[src/rtl/muldiv_pkg.sv]
// Shared definitions for the multi-cycle multiply/divide unit.
// The ALU decoder uses the same operation codes.
package muldiv_pkg;

  localparam logic [3:0] ALU_MUL = 4'b1000;
  localparam logic [3:0] ALU_DIV = 4'b1001;

  typedef enum logic [1:0] {
    IDLE = 2'b00,
    RUN  = 2'b01,
    DONE = 2'b10
  } muldiv_state_t;

  // True for the two operation codes this unit executes.
  function automatic logic is_muldiv_op(input logic [3:0] op);
    return (op == ALU_MUL) || (op == ALU_DIV);
  endfunction

endpackage

[src/rtl/muldiv_unit.sv]
// Iterative M-extension unit.
// MUL uses one shift-add step per cycle. DIV uses one signed restoring-divide
// step per cycle. Both share one accumulator, one operand register and one
// shift register. Divide-by-zero and signed overflow go straight to DONE.
module muldiv_unit
  import muldiv_pkg::*;
#(
  parameter int WIDTH = 32
) (
  input  logic             clk,
  input  logic             reset,
  input  logic             start,
  input  logic [3:0]       ALUControl,
  input  logic [WIDTH-1:0] SrcA,
  input  logic [WIDTH-1:0] SrcB,
  output logic             Busy,
  output logic             Done,
  output logic [WIDTH-1:0] Result
);

  localparam int               CW       = (WIDTH > 1) ? $clog2(WIDTH) : 1;
  localparam logic [CW-1:0]    CNT_ZERO = '0;
  localparam logic [CW-1:0]    CNT_ONE  = CW'(1);
  localparam logic [CW-1:0]    CNT_LAST = CW'(WIDTH - 1);
  localparam logic [WIDTH-1:0] ZERO     = '0;
  localparam logic [WIDTH-1:0] ONES     = '1;
  localparam logic [WIDTH-1:0] MOST_NEG = {1'b1, {(WIDTH-1){1'b0}}};

  // FSM state
  muldiv_state_t state_q, state_d;

  // Datapath registers
  logic [CW-1:0]    cnt_q, cnt_d;
  logic             is_div_q, is_div_d;
  logic             neg_q, neg_d;
  logic [WIDTH-1:0] acc_q, acc_d;       // product accumulator / partial remainder
  logic [WIDTH-1:0] opb_q, opb_d;       // shifting multiplicand / divisor magnitude
  logic [WIDTH-1:0] sh_q, sh_d;         // multiplier bits / dividend shifting into quotient
  logic [WIDTH-1:0] result_q, result_d;
  logic             busy_q, busy_d;
  logic             done_q, done_d;

  // Request decode
  logic             can_accept_s;
  logic             accept_s;
  logic             div_req_s;
  logic             div_zero_s;
  logic             div_ovf_s;
  logic             special_s;
  logic [WIDTH-1:0] abs_a_s;
  logic [WIDTH-1:0] abs_b_s;

  // One iteration step
  logic [WIDTH-1:0] mul_sum_s;
  logic [WIDTH:0]   rem_shift_s;
  logic [WIDTH:0]   rem_diff_s;
  logic             rem_ge_s;
  logic [WIDTH-1:0] step_acc_s;
  logic [WIDTH-1:0] step_opb_s;
  logic [WIDTH-1:0] step_sh_s;
  logic [WIDTH-1:0] step_result_s;

  // Decode the incoming request: accept rule, special divide cases, operand magnitudes.
  always_comb begin
    can_accept_s = (state_q == IDLE) || (state_q == DONE);
    accept_s     = start && can_accept_s && is_muldiv_op(ALUControl);
    div_req_s    = (ALUControl == ALU_DIV);
    div_zero_s   = div_req_s && (SrcB == ZERO);
    div_ovf_s    = div_req_s && (SrcA == MOST_NEG) && (SrcB == ONES);
    special_s    = div_zero_s || div_ovf_s;
    abs_a_s      = SrcA[WIDTH-1] ? (ZERO - SrcA) : SrcA;
    abs_b_s      = SrcB[WIDTH-1] ? (ZERO - SrcB) : SrcB;
  end

  // Compute one shift-add or restoring-divide step from the current registers.
  always_comb begin
    mul_sum_s   = acc_q + (sh_q[0] ? opb_q : ZERO);
    rem_shift_s = {acc_q, sh_q[WIDTH-1]};
    rem_diff_s  = rem_shift_s - {1'b0, opb_q};
    rem_ge_s    = ~rem_diff_s[WIDTH];
    if (is_div_q) begin
      step_acc_s    = rem_ge_s ? rem_diff_s[WIDTH-1:0] : rem_shift_s[WIDTH-1:0];
      step_opb_s    = opb_q;
      step_sh_s     = {sh_q[WIDTH-2:0], rem_ge_s};
      step_result_s = neg_q ? (ZERO - step_sh_s) : step_sh_s;
    end else begin
      step_acc_s    = mul_sum_s;
      step_opb_s    = {opb_q[WIDTH-2:0], 1'b0};
      step_sh_s     = {1'b0, sh_q[WIDTH-1:1]};
      step_result_s = mul_sum_s;
    end
  end

  // Next-state, datapath next values and registered status decodes.
  always_comb begin
    state_d  = state_q;
    cnt_d    = cnt_q;
    is_div_d = is_div_q;
    neg_d    = neg_q;
    acc_d    = acc_q;
    opb_d    = opb_q;
    sh_d     = sh_q;
    result_d = result_q;

    case (state_q)
      IDLE, DONE: begin
        if (accept_s) begin
          is_div_d = div_req_s;
          cnt_d    = CNT_ZERO;
          acc_d    = ZERO;
          if (special_s) begin
            // No iterations needed; the answer is known at the accept edge.
            state_d  = DONE;
            neg_d    = 1'b0;
            opb_d    = ZERO;
            sh_d     = ZERO;
            result_d = div_zero_s ? ONES : MOST_NEG;
          end else if (div_req_s) begin
            state_d = RUN;
            neg_d   = SrcA[WIDTH-1] ^ SrcB[WIDTH-1];
            opb_d   = abs_b_s;
            sh_d    = abs_a_s;
          end else begin
            state_d = RUN;
            neg_d   = 1'b0;
            opb_d   = SrcA;
            sh_d    = SrcB;
          end
        end else if (state_q == DONE) begin
          state_d = IDLE;
        end else begin
          state_d = IDLE;
        end
      end

      RUN: begin
        acc_d = step_acc_s;
        opb_d = step_opb_s;
        sh_d  = step_sh_s;
        if (cnt_q == CNT_LAST) begin
          state_d  = DONE;
          cnt_d    = CNT_ZERO;
          result_d = step_result_s;
        end else begin
          cnt_d = cnt_q + CNT_ONE;
        end
      end

      default: begin
        state_d = IDLE;
        cnt_d   = CNT_ZERO;
      end
    endcase

    busy_d = (state_d == RUN);
    done_d = (state_d == DONE);
  end

  // FSM state register.
  always_ff @(posedge clk or negedge reset) begin
    if (!reset) begin
      state_q <= IDLE;
    end else begin
      state_q <= state_d;
    end
  end

  // Datapath and output registers; all of them are cleared by reset.
  always_ff @(posedge clk or negedge reset) begin
    if (!reset) begin
      cnt_q    <= CNT_ZERO;
      is_div_q <= 1'b0;
      neg_q    <= 1'b0;
      acc_q    <= ZERO;
      opb_q    <= ZERO;
      sh_q     <= ZERO;
      result_q <= ZERO;
      busy_q   <= 1'b0;
      done_q   <= 1'b0;
    end else begin
      cnt_q    <= cnt_d;
      is_div_q <= is_div_d;
      neg_q    <= neg_d;
      acc_q    <= acc_d;
      opb_q    <= opb_d;
      sh_q     <= sh_d;
      result_q <= result_d;
      busy_q   <= busy_d;
      done_q   <= done_d;
    end
  end

  assign Busy   = busy_q;
  assign Done   = done_q;
  assign Result = result_q;

endmodule

[config.mk]
export PLATFORM = sky130hd
export DESIGN_NAME = muldiv_unit
export DESIGN_NICKNAME = d
export VERILOG_FILES = /design/src/rtl/muldiv_pkg.sv /design/src/rtl/muldiv_unit.sv
export SDC_FILE = /design/constraint.sdc
export NUM_CORES = 1
export LEC_CHECK = 0
export CAP_MARGIN = 25
export CORE_ASPECT_RATIO = 0.8
export CORE_MARGIN = 2
export CORE_UTILIZATION = 40
export DETAILED_ROUTE_END_ITERATION = 10
export GPL_TIMING_DRIVEN = 0
export SLEW_MARGIN = 25
export SYNTH_ARGS = -nofsm -noshare
export SYNTH_HDL_FRONTEND = slang
export SYNTH_SLANG_ARGS = --single-unit
export TNS_END_PERCENT = 5
[constraint.sdc]
create_clock -name clk -period 4.7 [get_ports clk]
set_input_delay 0.47 -clock clk [delete_from_list [all_inputs] [get_ports clk]]
set_output_delay 0.47 -clock clk [all_outputs]
set_load 0.01 [all_outputs]
==> reports/summary.md, run 1 <==
The run finished with clean final reports. TritonCTS built the clock tree. The run gives 0 as the number of warning messages in the yosys log. By area the synthesized netlist is led by dfrtp_1 27%, ha_1 6.7%, xor2_1 6.3%. After clock tree synthesis, the flow added hold-fix buffers numbering 0.

The launching element type of the critical path is a flop. In this run the mean area of a mapped cell was 7.96 um^2. The number of input and output port buffers inserted came out at 100. The worst pin sits at a relative slew slack of 34.7%. The global-route wire length before repair is 80800 um. The class of the most critical setup path is flop to flop. The area fraction in and, or, nand and nor cells after synthesis came out at 17.8%. The initial utilization of the core area, before any placement, comes to 40.8%. For the sequential share of power, the log shows 18.1%. Relative to the synthesized area, the layout overhead comes to 18.0%. The sequential share of the synthesized area is 26.9%. The share of synthesized cell area in full adder, half adder and majority cells was 7.00%.

The synthesized net count was 1765; the share of the core filled with cells in the final layout was 48.2%. At the placement stage, the worst setup path has a slack of -1570 ps. For the final routed database, the setup TNS stands at 0 ps. The final critical path time including I/O delays and setup is 4670 ps, and the final net count is 1890.

In the global route stage, met3 resource usage came out at 6.81%. The clock sink total is 139, and the post-layout instance area is 15200 um^2. Register bit count reported by yosys: 139. The switching portion of total power is 54.0%, and the worst clock skew is 14.5 ps. The first-pass iteration count of the detailed router is 6, and the clock-pin slew of the registers on the worst-case setup and hold paths is 70 ps. In the global route stage, met2 resource usage came out at 45.8%. The run gives 27.6 ps as the smallest setup slack after layout. The largest fanout of any net on the critical path is 5.

The most frequent cell after synthesis is nand2_1. Detailed routing inserted a total of 13793 vias. The run gives 5.91 mW as the total internal power. The first routing iteration left 1666 violations.

The clock network is responsible for 10.9% of the overall power. The number of placed cells counting well taps is 2145, and the number of max-slew violations in the final report is 0. The commonest cells after synthesis are 153 x nand2_1, 139 x dfrtp_1, 136 x a21oi_1, 123 x nor2_1, 118 x o21ai_0. The synthesized netlist devotes 31.1% of its cell area to compound gates. The pin slew with the least headroom to its limit was 980 ps. The tools report the final setup violation count as 0.

The completed layout was analyzed and its total power is 12.9 mW. For the worst setup path, the data required time is 5070 ps. The critical path capture point type is a flop. Setup repair after global routing could not meet its margin everywhere.

Entering global routing, the biggest net connects 82 pins. The share of synthesized area spent on multiplexers was 3.20%. The number of endpoints with negative hold slack in the final report came out at 0.

Once detailed placement completed, the half-perimeter wirelength came to 42400 um. In this run the worst hold path is classified as primary input to asynchronous set/reset pin. For this design the ratio of total power to cell area is 843 nW/um^2.

After synthesis, the largest family of logic cells by area is compound AO/OA/AOI/OAI gates. VDD sags by at most 0.000496 V. The worst-skew pair later-pin latency was 460 ps; the total overflow reported by the global router was 0. Data on the critical path arrives at its endpoint at 5040 ps. The tree is rooted in a clkbuf_16.

The biggest area contributor in the post-synthesis netlist is dfrtp_1. The xor and xnor area share after synthesis was 9.09%; the net load switching power was 6.95 mW. The die is 205 um wide. The number of top-level pins came out at 105. In this run the static leakage power is 6.08 nW.

The die covers 33700 um^2. The logs give 47.9% for the met1 usage and 0.970 for the weighted congestion reported at the end of routability-driven placement. The core region is 31600 um^2. In the final layout, the share of cells above drive strength 1 is 5.34%.

The logs give 12.7 ps for the final-layout worst hold slack and 4 for the deepest level of the CTS H-tree. The run gives 12900 um^2 as the mapped cell area. Counting distinct cell types in the post-synthesis netlist gives 82. For this run, the top clock speed supported by timing is 214 MHz. 0 antenna diodes ended up in the layout. Max-cap violations in this run came to 0. In this run the core area contains 58 standard-cell rows. The placed instances occupy a cell area of 14500 um^2. The final cell count without fillers came out at 2181. The initial antenna violation count is 1, and the share of the cycle needed by the critical path after routing is 99.4%. The most used flip-flop cell after synthesis is dfrtp_1. Global routing consumed, over all layers together, 32.1% of the routing resources. After detailed routing, the number of remaining DRC violations is 0. Counting flops with a built-in enable in the synthesized netlist gives 0. The share of synthesized area in the top cell type comes to 26.9%. In this run the vertical extent of the chip is 165 um.

The share of total power dissipated in combinational logic is 71.0%. Proportion of register bits with asynchronous set or reset after synthesis: 100%. The maximum clock insertion buffer count is 2, and the CTS buffer count is 17. In the final routed layout, each cell accounts on average for 24.8 um.

The cell count after synthesis came out at 1623. Post-route antenna net violation count: 0. The most used routing layer in global routing is met1. The via count of the first global-routing pass is 12844, and the average vias per placed instance is 6.32. The final layout contains routed wiring with a total length of 54000 um.
[area by class of cell]
cell class                 count  area (um^2)
clock inverter                14          145
inverter                      54          210
clock buffer                  18          439
timing repair buffer         107         1100
fill                        3204        16400
tap                          420          526
multi-input combinational   1322         8920
sequential                   139         3480
buffer                       107          423
[cells by family after synthesis]
kind of cell	count (synthesis)
XOR/XNOR	134
AO/OA/AOI/OAI	602
flip-flops	139
AND/OR/NAND/NOR	474
adder cells (fa/ha/maj)	71
multiplexers	41
buffers and inverters	162
[worst paths after layout]
kind | start | end | slack [ps] | cells after the start
max | sh_q[31] | Result[26] | 30 | 20
min | reset | opb_q[12] | 10 | 2
max reg2reg | sh_q[31] | Result[26] | 30 | 20
min reg2reg | Result[20] | Result[20] | 510 | 2
max in group asynchronous | reset | sh_q[31] | 3970 | 3
min in group clk | Result[20] | Result[20] | 510 | 2
[critical path, cell delays in order (launching register included)]
cell and delay (ps):
dfrtp_2 410, inv_2 80, ha_4 160, inv_1 60, fa_2 370, a211oi_2 230, o211ai_1 160, nand4_1 250
a31oi_4 160, nor3_4 290, xnor2_4 130, inv_8 80, ha_1 170, nand2b_1 90, or4_4 470, or3_4 370
or2_2 330, o31ai_1 250, xnor2_1 180, o221ai_1 170, o22ai_1 160
[registers in the layout, indices dropped and copies added (netlist names)]
register and flops:
Result 32, acc_q 32, opb_q 32, sh_q 32, cnt_q 5, state_q 2, Busy 1, Done 1
is_div_q 1, neg_q 1
[metal layers]
layer	vias to the layer above	wire length [um]	share of wire, %
li1	6312	-	-
met4	0	1460	2.7
met5	-	0	0
met1	6685	25100	47
met3	81	5380	10
met2	715	22000	41
[power groups by stage]
stage               clock, mW  combinational, mW  sequential [mW]
floorplan                   0               5.98             2.14
global placement            0               8.56             2.31
detailed placement          0               8.63             2.31
CTS                      1.41               8.84             2.30
global route             1.46               9.87             2.38
finish                   1.41               9.13             2.32
[what timing repair did]
| item | 4_1_cts | 5_1_grt |
|---|---|---|
| gates cloned | 0 | 0 |
| hold endpoints to repair | 0 | 0 |
| setup buffers | 5 | 0 |
| setup endpoints to repair | 37 | 20 |
| pin swaps | 6 | 4 |
| resized for setup | 24 | 10 |
[cell usage in the layout, fill, tap and decap left out, types with 20 or more instances in the layout]
cell             instances
o31ai_1                 29
a221oi_1                35
nor3_1                  20
o211ai_1                25
clkdlybuf4s50_1         99
nand3_1                 29
o21ai_0                116
ha_1                    68
nor2_1                 123
inv_1                   51
dfrtp_1                137
a211oi_1                64
nand2_1                153
a31oi_1                 24
a21oi_1                135
xor2_1                  92
mux2i_1                 39
xnor2_1                 40
o41ai_1                 22
clkbuf_1                94
a21o_1                  43
(Power assumes the default switching activity.)
==> run 2: changes to the inputs <==
CORE_MARGIN = 4   (was 2)
==> run 2 against run 1 <==
Compared with the run above:
- the run now ends with negative setup slack left
- register-to-register slack got worse by 96 ps
- worst hold slack improved by 490 ps
- combinational power about the same
- worst setup slack got worse by 96 ps
- via count increased by 0.58%
- largest power group unchanged
==> reports/summary.md, run 2 (same netlist as run 1, synthesis figures left out) <==
The setup TNS is -95.1 ps (-95.1 ps), and the die outline height is 169 um (+2.4%). Tracing the worst setup path back leads to its startpoint at sh_q[31]. The logs give 0.000365 V (-26%) for the maximum vdd drop and 0 (unchanged) for the number of antenna diodes. Largest fanout of any net on the critical path: 5 (unchanged). The fraction of final layout cells sized beyond drive strength 1 is 4.72% (-0.62 points), and the data arrival time of the critical path is 5090 ps (+50 ps). The number of input and output port buffers inserted is 100 (unchanged), and the final net count is 1888 (-0.11%). The number of rows in the core area is 58 (unchanged), and the share of the cycle needed by the critical path after routing is 101% (+2.0 points). Reported leakage power: 6.07 nW (-0.13%). The startpoint identified for the worst register-to-register timing path is sh_q[31].

The logs give 0.976 (+0.67%) for the weighted congestion reported at the end of routability-driven placement and -70 ps (-100 ps) for the reg-to-reg setup timing slack. The library cells used most frequently in the layout, excluding fill and tap cells, are 153 x nand2_1, 137 x dfrtp_1, 136 x a21oi_1. The average detailed-routed wire length per instance is 25.1 um (+1.4%). The number of top-level pins was 105 (unchanged); the clock sink total was 139 (unchanged). The run gives 460 ps (about the same) as the worst-skew pair later-pin latency. The class of the tightest hold or removal check was flop to flop. For the initial antenna violation count, the log shows 1 (unchanged). The final reports fail on negative setup slack. The run gives 81300 um (+0.71%) as the global-route wire length before repair. The run gives 5030 ps (-40 ps) as the required time of the critical path. The run gives 16.6 ps (+2.04 ps) as the worst clock skew. The total overflow reported by the global router is 0 (unchanged).

The tools report the number of placed cells counting well taps as 2144 (-0.047%). Final setup violation count: 2 (+2). The post-layout instance area came out at 15200 um^2 (-0.16%). The first-pass iteration count of the detailed router was 6 (unchanged); the CTS buffer count was 17 (unchanged).

The number of max-cap violations is 0 (unchanged), and the overall power is 13.0 mW (+0.81%). The final-layout worst hold slack is 504 ps (+491 ps), and the starting density of the core is 40.8% (unchanged). For the upper clock frequency limit, the log shows 210 MHz (-2.0%). The final critical path time including I/O delays and setup came out at 4770 ps (+95.6 ps). The tools report the deepest level of the CTS H-tree as 4 (unchanged). The class of the most critical setup path is flop to flop. The logs give -1640 ps (-74.1 ps) for the post-placement worst setup slack and 12675 (-1.3%) for the via count of the first global-routing pass.

The pin slew with the least headroom to its limit was 999 ps (+19.1 ps); the final cell count without fillers was 2179 (-0.092%). The number of endpoints with negative hold slack in the final report was 0 (unchanged). The all-layer global routing usage was 30.0% (-2.1 points).

The most common cell after layout, fill and taps aside is nand2_1. The total via count in the routed design came out at 13873 (+0.58%). The run gives 0 (unchanged) as the number of max-slew violations in the final report. The DRC violation total after the first TritonRoute iteration was 1770 (+6.2%); the HPWL after detailed placement was 42900 um (+1.2%). The run gives 35200 um^2 (+4.4%) as the die area. The floorplan die width is 209 um (+2.0%). The run finished, with violations left.

The remaining routing DRC violations came out at 0 (unchanged). The number of filler cells placed in the layout is 3171 (-1.0%), and the floorplan core area is 31600 um^2 (unchanged). The tools report the post-placement cell area as 14500 um^2 (-0.19%). The maximum clock insertion buffer count came out at 2 (unchanged).

Compared with the post-synthesis result, the final layout area differs by 17.8%. The tools report the share of the core filled with cells in the final layout as 48.1% (-0.079 points). TritonCTS built the clock tree. The launching element type of the critical path was a flop. The largest net degree at the start of global routing came out at 89 (+8.5%). The worst hold path startpoint was Result[20]. For the post-route antenna net violation count, the log shows 0 (unchanged). For the smallest setup slack after layout, the log shows -68.0 ps (-95.6 ps). The average vias per placed instance is 6.37 (+0.67%).

The clock-pin slew of the registers on the worst-case setup and hold paths was 70 ps (about the same). The worst slew slack as a fraction of its limit is 32.7% (-2.0 points). Setup repair after global routing could not meet its margin everywhere. The run gives 54700 um (+1.3%) as the overall routed net length. The tools report the critical path capture point type as a flop. Root buffer cell: clkbuf_16. The total power per unit cell area was 852 nW/um^2 (+0.98%).
[run 2: cell count changes in the layout (fill, tap and decap cells not counted), sizes merged]
| cell | change |
|---|---|
| buf | -3 |
| clkbuf | +3 |
| bufinv | +2 |
| clkinvlp | -2 |
| inv | -2 |
| clkinv | -1 |
| dlygate4sd3 | +1 |
[run 2: routing by layer]
layer | global-route usage (%) | part of all wire, %
met1 | 47.2 | 47
met2 | 41.7 | 40
met3 | 5.08 | 9.3
met4 | 8.14 | 2.9
met5 | 0 | 0.024
[run 2: final timing paths]
path | to | depth (start not counted)
setup / recovery | Result[24] | 20
hold / removal | Result[20] | 2
setup reg to reg | Result[24] | 20
hold reg to reg | Result[20] | 2
max in group asynchronous | acc_q[27] | 3
min in group asynchronous | opb_q[13] | 2
[run 2: worst max-delay path: stages, from the launching register on]
cell      delay (ps)
dfrtp_2          420
inv_2             90
ha_4             150
inv_1             50
fa_2             370
a211oi_2         240
o211ai_1         170
nand4_1          260
a31oi_4          170
nor3_4           270
xnor2_4          140
inv_8             70
ha_1             170
nand2b_1         120
or4_4            470
or3_4            360
or2_2            320
o21ai_2          130
xor2_1           230
a221oi_1         110
mux2_2           310
[run 2: cell type report]
type / instances / area, um^2 / area share, %
Buffer: 107 / 423 / 2.78
Timing Repair Buffer: 105 / 1070 / 7.01
Clock inverter: 11 / 168 / 1.10
Multi-Input combinational cell: 1322 / 8900 / 58.5
Tap cell: 420 / 526 / 3.45
Clock buffer: 21 / 440 / 2.89
Sequential cell: 139 / 3480 / 22.9
Inverter: 54 / 210 / 1.38
[run 2: timing repair]
item / in CTS / in global routing
pin swaps: 4 / 7
resized for setup: 18 / 11
endpoints found under the hold margin: 51 / 0
setup buffers: 3 / 0
hold buffers: 1 / 0
setup endpoints to repair: 38 / 30
[run 2: report_power, final]
group          leakage, nW  internal (mW)  switching (mW)  total (mW)
clock                0.291          0.887           0.577        1.46
combinational         4.26           3.36            5.79        9.15
sequential            1.52           1.74           0.610        2.35
==> run 3: changes to the inputs <==
SLEW_MARGIN = default   (was 25)
==> run 3 against run 2 <==
Compared with the run above:
- the flow still finishes with violations (negative setup slack)
- routed wire length is essentially flat
- combinational power grew 2%
- cell count grew 0.23%
- largest cell class unchanged
==> reports/summary.md, run 3 (same netlist as run 1, synthesis figures left out) <==
The maximum clock insertion buffer count was 2 (unchanged); the overall power was 13.1 mW (+1.1%). The weighted congestion reported at the end of routability-driven placement is 0.976 (unchanged). The average vias per placed instance is 6.36 (-0.11%). The tools report the global-route wire length before repair as 81400 um (+0.14%). The logs give 0 (-1) for the initial antenna violation count and 58 (unchanged) for the number of rows in the core area.

The most common cell after layout, fill and taps aside was nand2_1. For the required time of the critical path, the log shows 5030 ps (about the same). The final critical path time including I/O delays and setup was 4840 ps (+71.2 ps). The total overflow reported by the global router is 0 (unchanged). Number of antenna diodes: 0 (unchanged). The die outline height was 169 um (unchanged).

The average detailed-routed wire length per instance was 25.0 um (-0.28%); the number of input and output port buffers inserted was 100 (unchanged). The run gives 48.5% (+0.36 points) as the share of the core filled with cells in the final layout. The share of the cycle needed by the critical path after routing works out to 103% (+1.5 points). For the upper clock frequency limit, the log shows 207 MHz (-1.5%). The worst clock skew was 15.1 ps (-1.51 ps); the maximum vdd drop was 0.000417 V (+14%). Largest fanout of any net on the critical path: 5 (unchanged). The run gives 5 (-1) as the first-pass iteration count of the detailed router. The setup path with the least slack is of type flop to flop. For the overall routed net length, the log shows 54700 um (about the same). The highest routed metal layer is met4. The tools report the clock sink total as 139 (unchanged). The final net count is 1893 (+0.26%), and the number of endpoints with negative hold slack in the final report is 0 (unchanged). The number of max-slew violations in the final report was 0 (unchanged). The die area came out at 35200 um^2 (unchanged). The via count of the first global-routing pass came out at 12629 (-0.36%).

In the layout the commonest cells are 153 x nand2_1, 137 x dfrtp_1, 134 x a21oi_1. The DRC violation total after the first TritonRoute iteration is 1846 (+4.3%), and the all-layer global routing usage is 30.0% (+0.050 points). The HPWL after detailed placement came out at 42800 um (-0.18%). The launching element type of the critical path is a flop.

Met3 routed wirelength: 5680 um (+11%). Setup repair after global routing could not meet its margin everywhere. The tools report the data arrival time of the critical path as 5170 ps (+80 ps). Floorplan die width: 209 um (unchanged). The logs give 3193 (+0.69%) for the number of filler cells placed in the layout and 31.2% (-1.5 points) for the worst slew slack as a fraction of its limit.

The tools report the remaining routing DRC violations as 0 (unchanged). Class of the tightest hold or removal check: flop to flop. The logs give -139 ps (-71.2 ps) for the smallest setup slack after layout and 6 (+4) for the final setup violation count. The routed metal-1 wirelength is 25300 um (-2.2%).

The logs give 22000 um (-0.26%) for the length of routed met2 wiring and 31600 um^2 (unchanged) for the floorplan core area. The run finished, with violations left. The checks that failed: negative setup slack.

TritonCTS built the clock tree. The total power per unit cell area works out to 855 nW/um^2 (+0.37%). The logs give 17 (unchanged) for the CTS buffer count and 450 ps (about the same) for the worst-skew pair later-pin latency. The deepest level of the CTS H-tree was 4 (unchanged); the fraction of final layout cells sized beyond drive strength 1 was 5.67% (+0.95 points). The largest net degree at the start of global routing was 91 (+2.2%); the total via count in the routed design was 13889 (+0.12%). The clock-pin slew of the registers on the worst-case setup and hold paths works out to 70 ps (about the same). The tools report the reported leakage power as 6.12 nW (+0.75%). The run gives 0 (unchanged) as the post-route antenna net violation count. The tools report the root buffer cell as clkbuf_16. The number of top-level pins is 105 (unchanged), and the pin slew with the least headroom to its limit is 1030 ps (+33.6 ps). The worst setup path is captured at a flop. Area overhead of the layout relative to synthesis: 18.7%.

The logs give 0 (unchanged) for the number of max-cap violations and 40.8% (unchanged) for the starting density of the core.
[run 3: cell type report]
class | count | area, um^2 | share of cell area (%)
Clock inverter | 11 | 143 | 0.930
Sequential cell | 139 | 3480 | 22.7
Tap cell | 420 | 526 | 3.43
Timing Repair Buffer | 111 | 1110 | 7.22
Buffer | 106 | 439 | 2.86
Clock buffer | 21 | 450 | 2.94
Inverter | 54 | 203 | 1.32
Multi-Input combinational cell | 1322 | 8980 | 58.6
[run 3: per-layer routing]
layer | GRT usage (%) | vias to the layer above
li1 | - | 6318
met1 | 46.8 | 6696
met2 | 41.6 | 777
met3 | 5.76 | 98
met4 | 8.85 | 0
met5 | 0 | -
[run 3: worst paths after layout]
check                             end  slack, ps  cells after the start        from
min in group asynchronous   opb_q[13]        560                      2       reset
hold / removal             Result[20]        500                      2  Result[20]
setup / recovery           Result[24]       -140                     21    sh_q[31]
max in group asynchronous    sh_q[31]       3220                      3       reset
setup reg to reg           Result[24]       -140                     21    sh_q[31]
hold reg to reg            Result[20]        500                      2  Result[20]
[run 3: critical path, stage by stage, from the launching register on]
cell and delay, ps:
dfrtp_2 420, inv_2 80, ha_4 150, inv_1 50, fa_2 350, a211oi_2 240, o211ai_1 150, nand4_1 250
a31oi_4 160, nor3_4 290, xnor2_4 100, inv_2 120, clkbuf_16 150, ha_4 140, nand2b_4 60, or4_4 520
or3_4 430, or2_4 290, o21ai_4 160, xor2_2 200, a221oi_2 80, mux2_4 290
[run 3: metrics by stage]
step	cells	worst slack, ps	hold WS [ps]	TNS [ps]	area, um^2
6_report	2184	-139	499	-445	15300
5_1_grt	2184	-173	536	-678	15300
4_1_cts	2182	-144	507	-407	15200
3_5_place_dp	2144	-1640	467	-23180	14500
3_3_place_gp	2143	-2910	486	-424300	14400
2_1_floorplan	1623	123	174	0	12900
[run 3: repair_timing]
item	4_1_cts	5_1_grt
endpoints found under the setup margin	38	20
hold buffers	1	0
endpoints found under the hold margin	10	0
pin swaps	8	12
gates resized for setup	27	16
buffers inserted	5	4
[run 3: power breakdown]
part           switching [mW]  internal [mW]  total [mW]
combinational            5.84           3.49        9.33
sequential              0.608           1.74        2.35
clock                   0.580          0.847        1.43
total                    7.03           6.08        13.1
